===== src/rtl/ysyx_23060332_lsu.sv =====
// Load/store unit: FSM IDLE->ACCESS->(WAIT)->DONE with LAT-cycle load capture.
// Define YSYX_23060332_LSU_MISALIGN_EN to flag misaligned/illegal accesses instead of truncating them.
module ysyx_23060332_lsu #(
   parameter int unsigned LAT = 1
) (
   input  logic        clk,
   input  logic        rst_n,
   input  logic        in_valid,
   output logic        in_ready,
   input  logic [3:0]  in_op,
   input  logic [31:0] in_addr,
   input  logic [31:0] in_wdata,
   output logic        out_valid,
   input  logic        out_ready,
   output logic [31:0] out_rdata,
   output logic        out_err,
   output logic        mem_wen,
   output logic [31:0] mem_waddr,
   output logic [31:0] mem_wdata,
   output logic [7:0]  mem_wmask,
   output logic [31:0] mem_raddr,
   input  logic [31:0] mem_rdata
);

   typedef enum logic [1:0] {S_IDLE, S_ACCESS, S_WAIT, S_DONE} state_e;

   localparam bit         LAT_ONE = (LAT == 1);
   localparam logic [3:0] LAT_M1  = 4'(LAT - 1);

   state_e      state_q, state_d;
   logic [3:0]  op_q, op_d;
   logic [31:0] addr_q, addr_d;
   logic [31:0] wdata_q, wdata_d;
   logic [3:0]  cnt_q, cnt_d;
   logic [31:0] rdata_q, rdata_d;
   logic        err_q, err_d;
   logic        acc_err_s;
   logic [1:0]  off_s;

   // Shift the addressed lane down and extend to 32 bits.
   function automatic logic [31:0] load_ext(input logic [31:0] raw, input logic [1:0] off,
                                            input logic uns, input logic [1:0] size);
      logic [31:0] sh;
      sh = raw >> {off, 3'b000};
      case (size)
         2'b00:   load_ext = uns ? {24'h000000, sh[7:0]}  : {{24{sh[7]}}, sh[7:0]};
         2'b01:   load_ext = uns ? {16'h0000, sh[15:0]}   : {{16{sh[15]}}, sh[15:0]};
         default: load_ext = sh;
      endcase
   endfunction

   function automatic logic [3:0] store_mask(input logic [1:0] size, input logic [1:0] off);
      logic [3:0] base;
      case (size)
         2'b00:   base = 4'b0001;
         2'b01:   base = 4'b0011;
         default: base = 4'b1111;
      endcase
      store_mask = base << off;
   endfunction

   assign off_s = addr_q[1:0];

`ifdef YSYX_23060332_LSU_MISALIGN_EN
   assign acc_err_s = (op_q[1:0] == 2'b11) ||
                      ((op_q[1:0] == 2'b01) && addr_q[0]) ||
                      ((op_q[1:0] == 2'b10) && (off_s != 2'b00));
`else
   assign acc_err_s = 1'b0;
`endif

   assign in_ready  = (state_q == S_IDLE);
   assign out_valid = (state_q == S_DONE);
   assign out_rdata = rdata_q;
   assign out_err   = err_q;

   // Memory-side strobes depend only on state and latched request fields.
   always_comb begin
      mem_wen   = 1'b0;
      mem_waddr = 32'h0000_0000;
      mem_wdata = 32'h0000_0000;
      mem_wmask = 8'h00;
      mem_raddr = 32'h0000_0000;
      if ((state_q == S_ACCESS) && op_q[3] && !acc_err_s) begin
         mem_wen   = 1'b1;
         mem_waddr = {addr_q[31:2], 2'b00};
         mem_wdata = wdata_q << {off_s, 3'b000};
         mem_wmask = {4'b0000, store_mask(op_q[1:0], off_s)};
      end else begin
         mem_wen = 1'b0;
      end
      if (((state_q == S_ACCESS) || (state_q == S_WAIT)) && !op_q[3] && !acc_err_s) begin
         mem_raddr = {addr_q[31:2], 2'b00};
      end else begin
         mem_raddr = 32'h0000_0000;
      end
   end

   // Next-state and register-update logic.
   always_comb begin
      state_d = state_q;
      op_d    = op_q;
      addr_d  = addr_q;
      wdata_d = wdata_q;
      cnt_d   = cnt_q;
      rdata_d = rdata_q;
      err_d   = err_q;
      case (state_q)
         S_IDLE: begin
            if (in_valid) begin
               op_d    = in_op;
               addr_d  = in_addr;
               wdata_d = in_wdata;
               state_d = S_ACCESS;
            end else begin
               state_d = S_IDLE;
            end
         end
         S_ACCESS: begin
            if (acc_err_s) begin
               err_d   = 1'b1;
               rdata_d = 32'h0000_0000;
               state_d = S_DONE;
            end else if (op_q[3]) begin
               err_d   = 1'b0;
               rdata_d = 32'h0000_0000;
               state_d = S_DONE;
            end else if (LAT_ONE) begin
               err_d   = 1'b0;
               rdata_d = load_ext(mem_rdata, off_s, op_q[2], op_q[1:0]);
               state_d = S_DONE;
            end else begin
               err_d   = 1'b0;
               cnt_d   = LAT_M1;
               state_d = S_WAIT;
            end
         end
         S_WAIT: begin
            if (cnt_q == 4'd1) begin
               rdata_d = load_ext(mem_rdata, off_s, op_q[2], op_q[1:0]);
               cnt_d   = 4'd0;
               state_d = S_DONE;
            end else begin
               cnt_d = cnt_q - 4'd1;
            end
         end
         S_DONE: begin
            if (out_ready) begin
               state_d = S_IDLE;
            end else begin
               state_d = S_DONE;
            end
         end
         default: state_d = S_IDLE;
      endcase
   end

   // State and request registers.
   always_ff @(posedge clk or negedge rst_n) begin
      if (!rst_n) begin
         state_q <= S_IDLE;
         op_q    <= 4'h0;
         addr_q  <= 32'h0000_0000;
         wdata_q <= 32'h0000_0000;
         cnt_q   <= 4'h0;
         rdata_q <= 32'h0000_0000;
         err_q   <= 1'b0;
      end else begin
         state_q <= state_d;
         op_q    <= op_d;
         addr_q  <= addr_d;
         wdata_q <= wdata_d;
         cnt_q   <= cnt_d;
         rdata_q <= rdata_d;
         err_q   <= err_d;
      end
   end

endmodule


===== config.mk =====
export PLATFORM = sky130hd
export DESIGN_NAME = ysyx_23060332_lsu
export DESIGN_NICKNAME = d
export VERILOG_FILES = /design/src/rtl/ysyx_23060332_lsu.sv
export SDC_FILE = /design/constraint.sdc
export NUM_CORES = 1
export LEC_CHECK = 0
export ABC_AREA = 1
export CORE_MARGIN = 1.5
export CORE_UTILIZATION = 40
export CTS_CLUSTER_SIZE = 24
export DETAILED_ROUTE_END_ITERATION = 6
export GPL_ROUTABILITY_DRIVEN = 0
export PLACE_DENSITY_LB_ADDON = 0.05
export SYNTH_ARGS = -nofsm -noshare
export SYNTH_HDL_FRONTEND = slang
export SYNTH_SLANG_ARGS = --single-unit

===== constraint.sdc =====
create_clock -name clk -period 3.9 [get_ports clk]
set_input_delay 0.585 -clock clk [delete_from_list [all_inputs] [get_ports clk]]
set_output_delay 0.585 -clock clk [all_outputs]
set_load 0.02 [all_outputs]

==> summary.txt, run 1 <==
Clk pin slew, worst setup/hold paths: 0.07 ns
Post-CTS setup buffers: 0
Mapped cell area: 0.005690 mm2
Final slew viol count: 0
CTS Buffer Depth: 2
Area post-placement: 0.008058 mm2
Share of cells above drive strength 1: 6.479%
Setup tns final: 0 ns
Setup WS post-layout: 0.6350 ns
H-tree Lvls: 3
WL per Instance: 15.64 um
Number of library cell types mapped by synthesis: 28
Total congestion overflow: 0
Row count: 43
Die ar.: 0.01495 mm2
WP data required: 3.31 ns
Achievable Freq: 0.3063 GHz
Post-place setup slack: 1.054 ns
Mux cell area share after synthesis: 4.749%
Critical Path Fanout Max: 25
Family with the most delay on the worst path: buffers and inverters
Sequential share of the synthesized area: 46.61%
First-pass GRT wire length: 27690 um
CTS Hold Bufs: 0
CTS tree: yes
Final period util: 83.72%
Mean post-synth cell area: 7.638 um2
Root buffer cell: clkbuf_16
DR vias/cell: 4.992
Area growth syn-to-layout: 47.52%
Total length of routed wires: 17790 um
Die Y: 122.3 um
Largest family of logic cells by synthesized area: simple AND/OR/NAND/NOR gates
Hold WS: 0.3471 ns
Tightest Hold Check Type: in2async
Max VDD drop: 428.2 uV
Failing checks: design-rule violations
Yosys warning count: 0
FFs w/ async S/R, synth: 100.0%
Total CTS buffers: 9
Iteration-0 DRC Markers: 460
XOR/XNOR Fraction of Synth Area: 0.1539%
Final ANT Viol Nets: 0
PortBufs: 234
Slowest CP cell: clkdlybuf4s50_1
Tot GR Track Use: 23.83%
Worst-path cell chain: inv_1 -> ha_1 -> nand2_2 -> nor2_1 -> inv_2 -> o32ai_1 -> clkdlybuf4s50_1
Die width: 122.3 um
Status: finished, violations left
Final Net Count: 1062
First-pass iteration count of the detailed router: 7
Element type at the critical path start: flip-flop
Number of global-route vias before repair: 5556
Worst skew pair latency: 0.36 ns
Register bit total from synthesis: 106
Antenna violations before repair: 0
Number of synthesized flops with an enable pin: 0
Reg2Reg Setup Slack: 1.34 ns
CP endpoint kind: output pin
Top-area cell type share of the netlist area: 46.61%
Largest area contributor in the netlist: dfrtp_1
Max_cap viols: 0
Clock Sinks: 106
Core area: 0.01388 mm2
Leakage dissipation: 4.004 nW
Final Power: 6.933 mW
Starting density of the core: 41.00%
Endpoints failing setup: 0
WS Path Type: reg2out
Post-Synth Simple-Gate Area: 26.32%
Synth area leaders: dfrtp_1, nor2_1, nand2_1, mux2_2, a21oi_1
Final worst clock skew: 0.007122 ns
Detailed placer's ending HPWL: 12950 um
Unrepaired setup endpoints after global routing: false
CTS resizes: 0
Tmin final: 3.265 ns
Compound-Gate Fraction of Synth Area: 11.21%
I/O Pins: 244
Largest net degree at the start of global routing: 72
Via count: 5676
Ys flop type: dfrtp_1
Worst-margin pin slew: 1.096 ns
Worst Path Buf+Inv: 3
CP max stage delay: 0.68 ns
Post-route cell area: 0.008394 mm2
Final hold viol count: 0
Synth Area in Adders: 1.319%
Number of remaining DRC errors: 3
Antenna Cells: 0
Cell count after synthesis: 745
Arrival time at the worst endpoint: 2.68 ns
Relative slew slack: 26.68%
PwrDens: 825.9 mW/mm2
final cells by class:
cell class	instances	area, um2
flip-flops and latches	106	2654
fillers	1306	5487
clock buffers	11	232.7
multi-input cells	526	2531
clock inverters	5	103.9
repair buffers	241	2392
inverters	68	255.2
well taps	180	225.2
flip-flops by register name (all words and copies together), names as in the netlist:
| register | count |
|---|---|
| wdata_q | 32 |
| out_rdata | 32 |
| op_q | 4 |
| addr_q | 32 |
| state_q | 2 |
| cnt_q | 4 |
metal layers:
metal	up-vias	routed length, um	GRT usage, %
met5	-	0	0
met4	0	371	7.849
met3	27	1406	7.528
met2	209	8693	40.01
met1	2675	7316	29.10
li1	2765	-	-
path summary, 6_finish.rpt:
| check | start | to | cells past startpoint |
|---|---|---|---|
| setup / recovery | state_q[1] | mem_wdata[22] | 7 |
| hold / removal | rst_n | addr_q[4] | 1 |
| setup reg to reg | addr_q[0] | out_rdata[22] | 8 |
| hold reg to reg | out_rdata[15] | out_rdata[15] | 2 |
| max in group asynchronous | rst_n | out_rdata[12] | 2 |
| min in group clk | out_rdata[15] | out_rdata[15] | 2 |
kinds of logic after synthesis:
logic type | count (synthesis)
flip-flops | 106
AND/OR/NAND/NOR | 377
buffers and inverters | 121
XOR/XNOR | 1
adder cells (fa/ha/maj) | 6
AO/OA/AOI/OAI | 109
other | 1
multiplexers | 24
stage by stage:
stage | util (%) | std cells
CTS | 60.47 | 1137
global route | 60.47 | 1137
global placement | 58.05 | 1121
finish | 60.47 | 1137
detailed placement | 58.05 | 1121
floorplan | - | 753
synth_stat cells (2+ instances only):
| master | instances |
|---|---|
| o211ai_1 | 7 |
| buf_1 | 2 |
| o21ai_0 | 34 |
| o32ai_1 | 16 |
| ha_1 | 6 |
| buf_4 | 18 |
| inv_2 | 6 |
| clkbuf_1 | 15 |
| dfrtp_1 | 106 |
| inv_1 | 62 |
| buf_2 | 18 |
| nand2_2 | 3 |
| nand3_1 | 37 |
| a21oi_1 | 47 |
| mux2_2 | 24 |
| nand2_1 | 166 |
| nor2_1 | 167 |
layout by cell type, fill, tap and decap left out, drive strengths merged, types with 6 or more instances in the layout:
cell type      instances
buf                    8
conb                   9
a21oi                 48
o211ai                 7
inv                   68
nand3                 38
dfrtp                106
o21ai                 35
clkdlybuf4s50        233
nor2                 168
ha                     6
nand2                169
mux2                  24
clkbuf                11
o32ai                 16
report_power, final:
group          switching [mW]  total, mW  internal [mW]  leakage (nW)
logic                    2.36       4.00           1.64          2.58
clock network           0.405       1.03          0.628         0.164
registers               0.306       1.90           1.59          1.26
total                    3.07       6.93           3.86          4.00
(Power assumes the default switching activity.)
==> inputs of run 2 (changes only) <==
--- a/config.mk
+++ b/config.mk
@@ -7,7 +7,7 @@
 export LEC_CHECK = 0
 export ABC_AREA = 1
 export CORE_MARGIN = 1.5
-export CORE_UTILIZATION = 40
+export CORE_UTILIZATION = 39
 export CTS_CLUSTER_SIZE = 24
 export DETAILED_ROUTE_END_ITERATION = 6
 export GPL_ROUTABILITY_DRIVEN = 0
==> constraint.sdc (replaced) <==
create_clock -name clk -period 2.9 [get_ports clk]
set_input_delay 0.435 -clock clk [delete_from_list [all_inputs] [get_ports clk]]
set_output_delay 0.435 -clock clk [all_outputs]
set_load 0.02 [all_outputs]
==> run 2 against run 1 <==
The run now ends clean. Power grew 33%. Via count up 0.93%. Clock skew is 0.0016 ns lower. Critical path depth stayed put. Sequential power up 32%. Die area up 2.5%. Clock power rose by 27%. Design area increased by 0.75%. First-iteration DRC count shrank 18%. Largest power group unchanged. Highest routed layer unchanged.
==> summary.txt, run 2 (synthesized netlist as in run 1, its figures left out) <==
H-tree Lvls: 3 (unchanged)
Leakage dissipation: 4.300 nW (+7.4%)
Tot GR Track Use: 23.48% (-0.35 points)
Number of remaining DRC errors: 0 (-3)
Antenna violations before repair: 0 (unchanged)
CP endpoint kind: output pin
Number of global-route vias before repair: 5513 (-0.77%)
Register area: 0.002654 mm2 (unchanged)
Starting density of the core: 40.52% (-0.47 points)
Unrepaired setup endpoints after global routing: false
Max_cap viols: 0 (unchanged)
Area growth syn-to-layout: 48.61%
Detailed placer's ending HPWL: 13200 um (+1.9%)
WS Path Type: reg2out
Area post-placement: 0.008123 mm2 (+0.81%)
First-pass GRT wire length: 27660 um (about the same)
Relative slew slack: 51.12% (+24 points)
Share of cells above drive strength 1: 7.365% (+0.89 points)
Die width: 123.8 um (+1.2%)
Achievable Freq: 0.3680 GHz
Element type at the critical path start: flip-flop
Worst Path Buf+Inv: 3 (unchanged)
Layout Utilization: 60.22% (-0.25 points)
Total CTS buffers: 9 (unchanged)
DR vias/cell: 5.008 (+0.32%)
Final period util: 93.70%
Worst skew pair latency: 0.35 ns (about the same)
Post-route cell area: 0.008457 mm2 (+0.75%)
PwrDens: 1093 mW/mm2 (+32%)
Clk pin slew, worst setup/hold paths: 0.07 ns (about the same)
Total congestion overflow: 0 (unchanged)
Tmin final: 2.717 ns
Post-place setup slack: 0.1503 ns (-0.9038 ns)
Tightest Hold Check Type: in2async
Slowest CP cell: clkdlybuf4s50_1
Status: finished clean
Endpoints failing setup: 0 (unchanged)
CP max stage delay: 0.61 ns (-0.07 ns)
WP data required: 2.47 ns (-0.84 ns)
Arrival time at the worst endpoint: 2.28 ns (-0.40 ns)
Antenna Cells: 0 (unchanged)
Final ANT Viol Nets: 0 (unchanged)
Setup tns final: 0 ns (unchanged)
PortBufs: 234 (unchanged)
Critical Path Fanout Max: 25 (unchanged)
Root buffer cell: clkbuf_16
Max VDD drop: 505.4 uV (+18%)
Total length of routed wires: 17590 um (-1.1%)
Core area: 0.01404 mm2 (+1.2%)
Clock Sinks: 106 (unchanged)
Final worst clock skew: 0.005535 ns (-0.001587 ns)
Die Y: 123.8 um (+1.2%)
Most frequent cells in the layout: clkdlybuf4s50_1, nor2_1, nand2_1
CTS Buffer Depth: 2 (unchanged)
CTS tree: yes
Final Net Count: 1069 (+0.66%)
Final slew viol count: 0 (unchanged)
Iteration-0 DRC Markers: 377 (-18%)
Family with the most delay on the worst path: buffers and inverters
Worst-path cell chain: inv_1 -> ha_1 -> nand2_2 -> nor2_2 -> inv_4 -> nor2_1 -> clkdlybuf4s50_1
First-pass iteration count of the detailed router: 4 (-3)
Commonest non-fill, non-tap cell in the layout: clkdlybuf4s50_1
CTS Hold Bufs: 0 (unchanged)
Largest net degree at the start of global routing: 59 (-18%)
Fill cells: 1290 (-1.2%)
Via count: 5729 (+0.93%)
Setup WS post-layout: 0.1827 ns (-0.4523 ns)
I/O Pins: 244 (unchanged)
WL per Instance: 15.38 um (-1.7%)
Row count: 43 (unchanged)
Worst-margin pin slew: 0.7332 ns (-0.3625 ns)
Die ar.: 0.01532 mm2 (+2.5%)
Final hold viol count: 0 (unchanged)
Area of the multi-input gates: 0.002536 mm2 (+0.20%)
## run 2: cell types whose count changed in the layout (fill, tap and decap cells not counted), sizes merged
cell	previous run	this run
inv	68	69
bufinv	3	2
clkdlybuf4s50	233	207
dlymetal6s2s	0	13
clkdlybuf4s15	0	3
clkinv	2	1
buf	8	15
clkbuf	11	13
dlygate4sd2	0	9
## run 2: repair_timing
item / 4_1_cts / 5_1_grt
endpoints found under the setup margin: 24 / 19
gates resized for setup: 15 / 19
setup buffers: 0 / 0
## run 2: final cells by class
class                           count  share of cell area, %
Timing Repair Buffer              248                  29.25
Clock inverter                      4                 0.8729
Multi-Input combinational cell    526                  29.99
Sequential cell                   106                  31.38
Tap cell                          180                  2.663
Clock buffer                       12                  2.796
Inverter                           68                  3.048
## run 2: layer usage
layer / vias up / routed length (um) / GRT usage (%)
li1: 2772 / - / -
met1: 2724 / 7212 / 29.32
met2: 209 / 8631 / 39.12
met3: 24 / 1417 / 6.639
met4: 0 / 330 / 7.902
met5: - / 0 / 0
## run 2: stage by stage
stage          power, mW  hold WS, ns  cells
2_1_floorplan      5.774       0.1394    753
3_3_place_gp       7.922       0.4648   1128
3_5_place_dp       8.006       0.4693   1128
4_1_cts            9.326       0.1691   1144
5_1_grt            9.932       0.1912   1144
6_report           9.245       0.1378   1144
## run 2: power by group
part           switching, mW  internal (mW)  leakage [nW]  total [mW]
sequential             0.356           2.14          1.26        2.50
combinational           3.22           2.22          2.89        5.44
clock                  0.546          0.760         0.151        1.31
## run 2: final timing paths
check                                   start       endpoint  slack, ns  cells past startpoint
worst min-delay path                    rst_n      addr_q[4]       0.14                      1
worst max-delay path               state_q[1]  mem_wdata[11]       0.18                      7
max in group asynchronous               rst_n  out_rdata[24]       1.96                      2
worst min register to register  out_rdata[12]  out_rdata[12]       0.48                      2
worst max register to register      addr_q[0]  out_rdata[26]       0.69                      8
min in group clk                out_rdata[12]  out_rdata[12]       0.48                      2
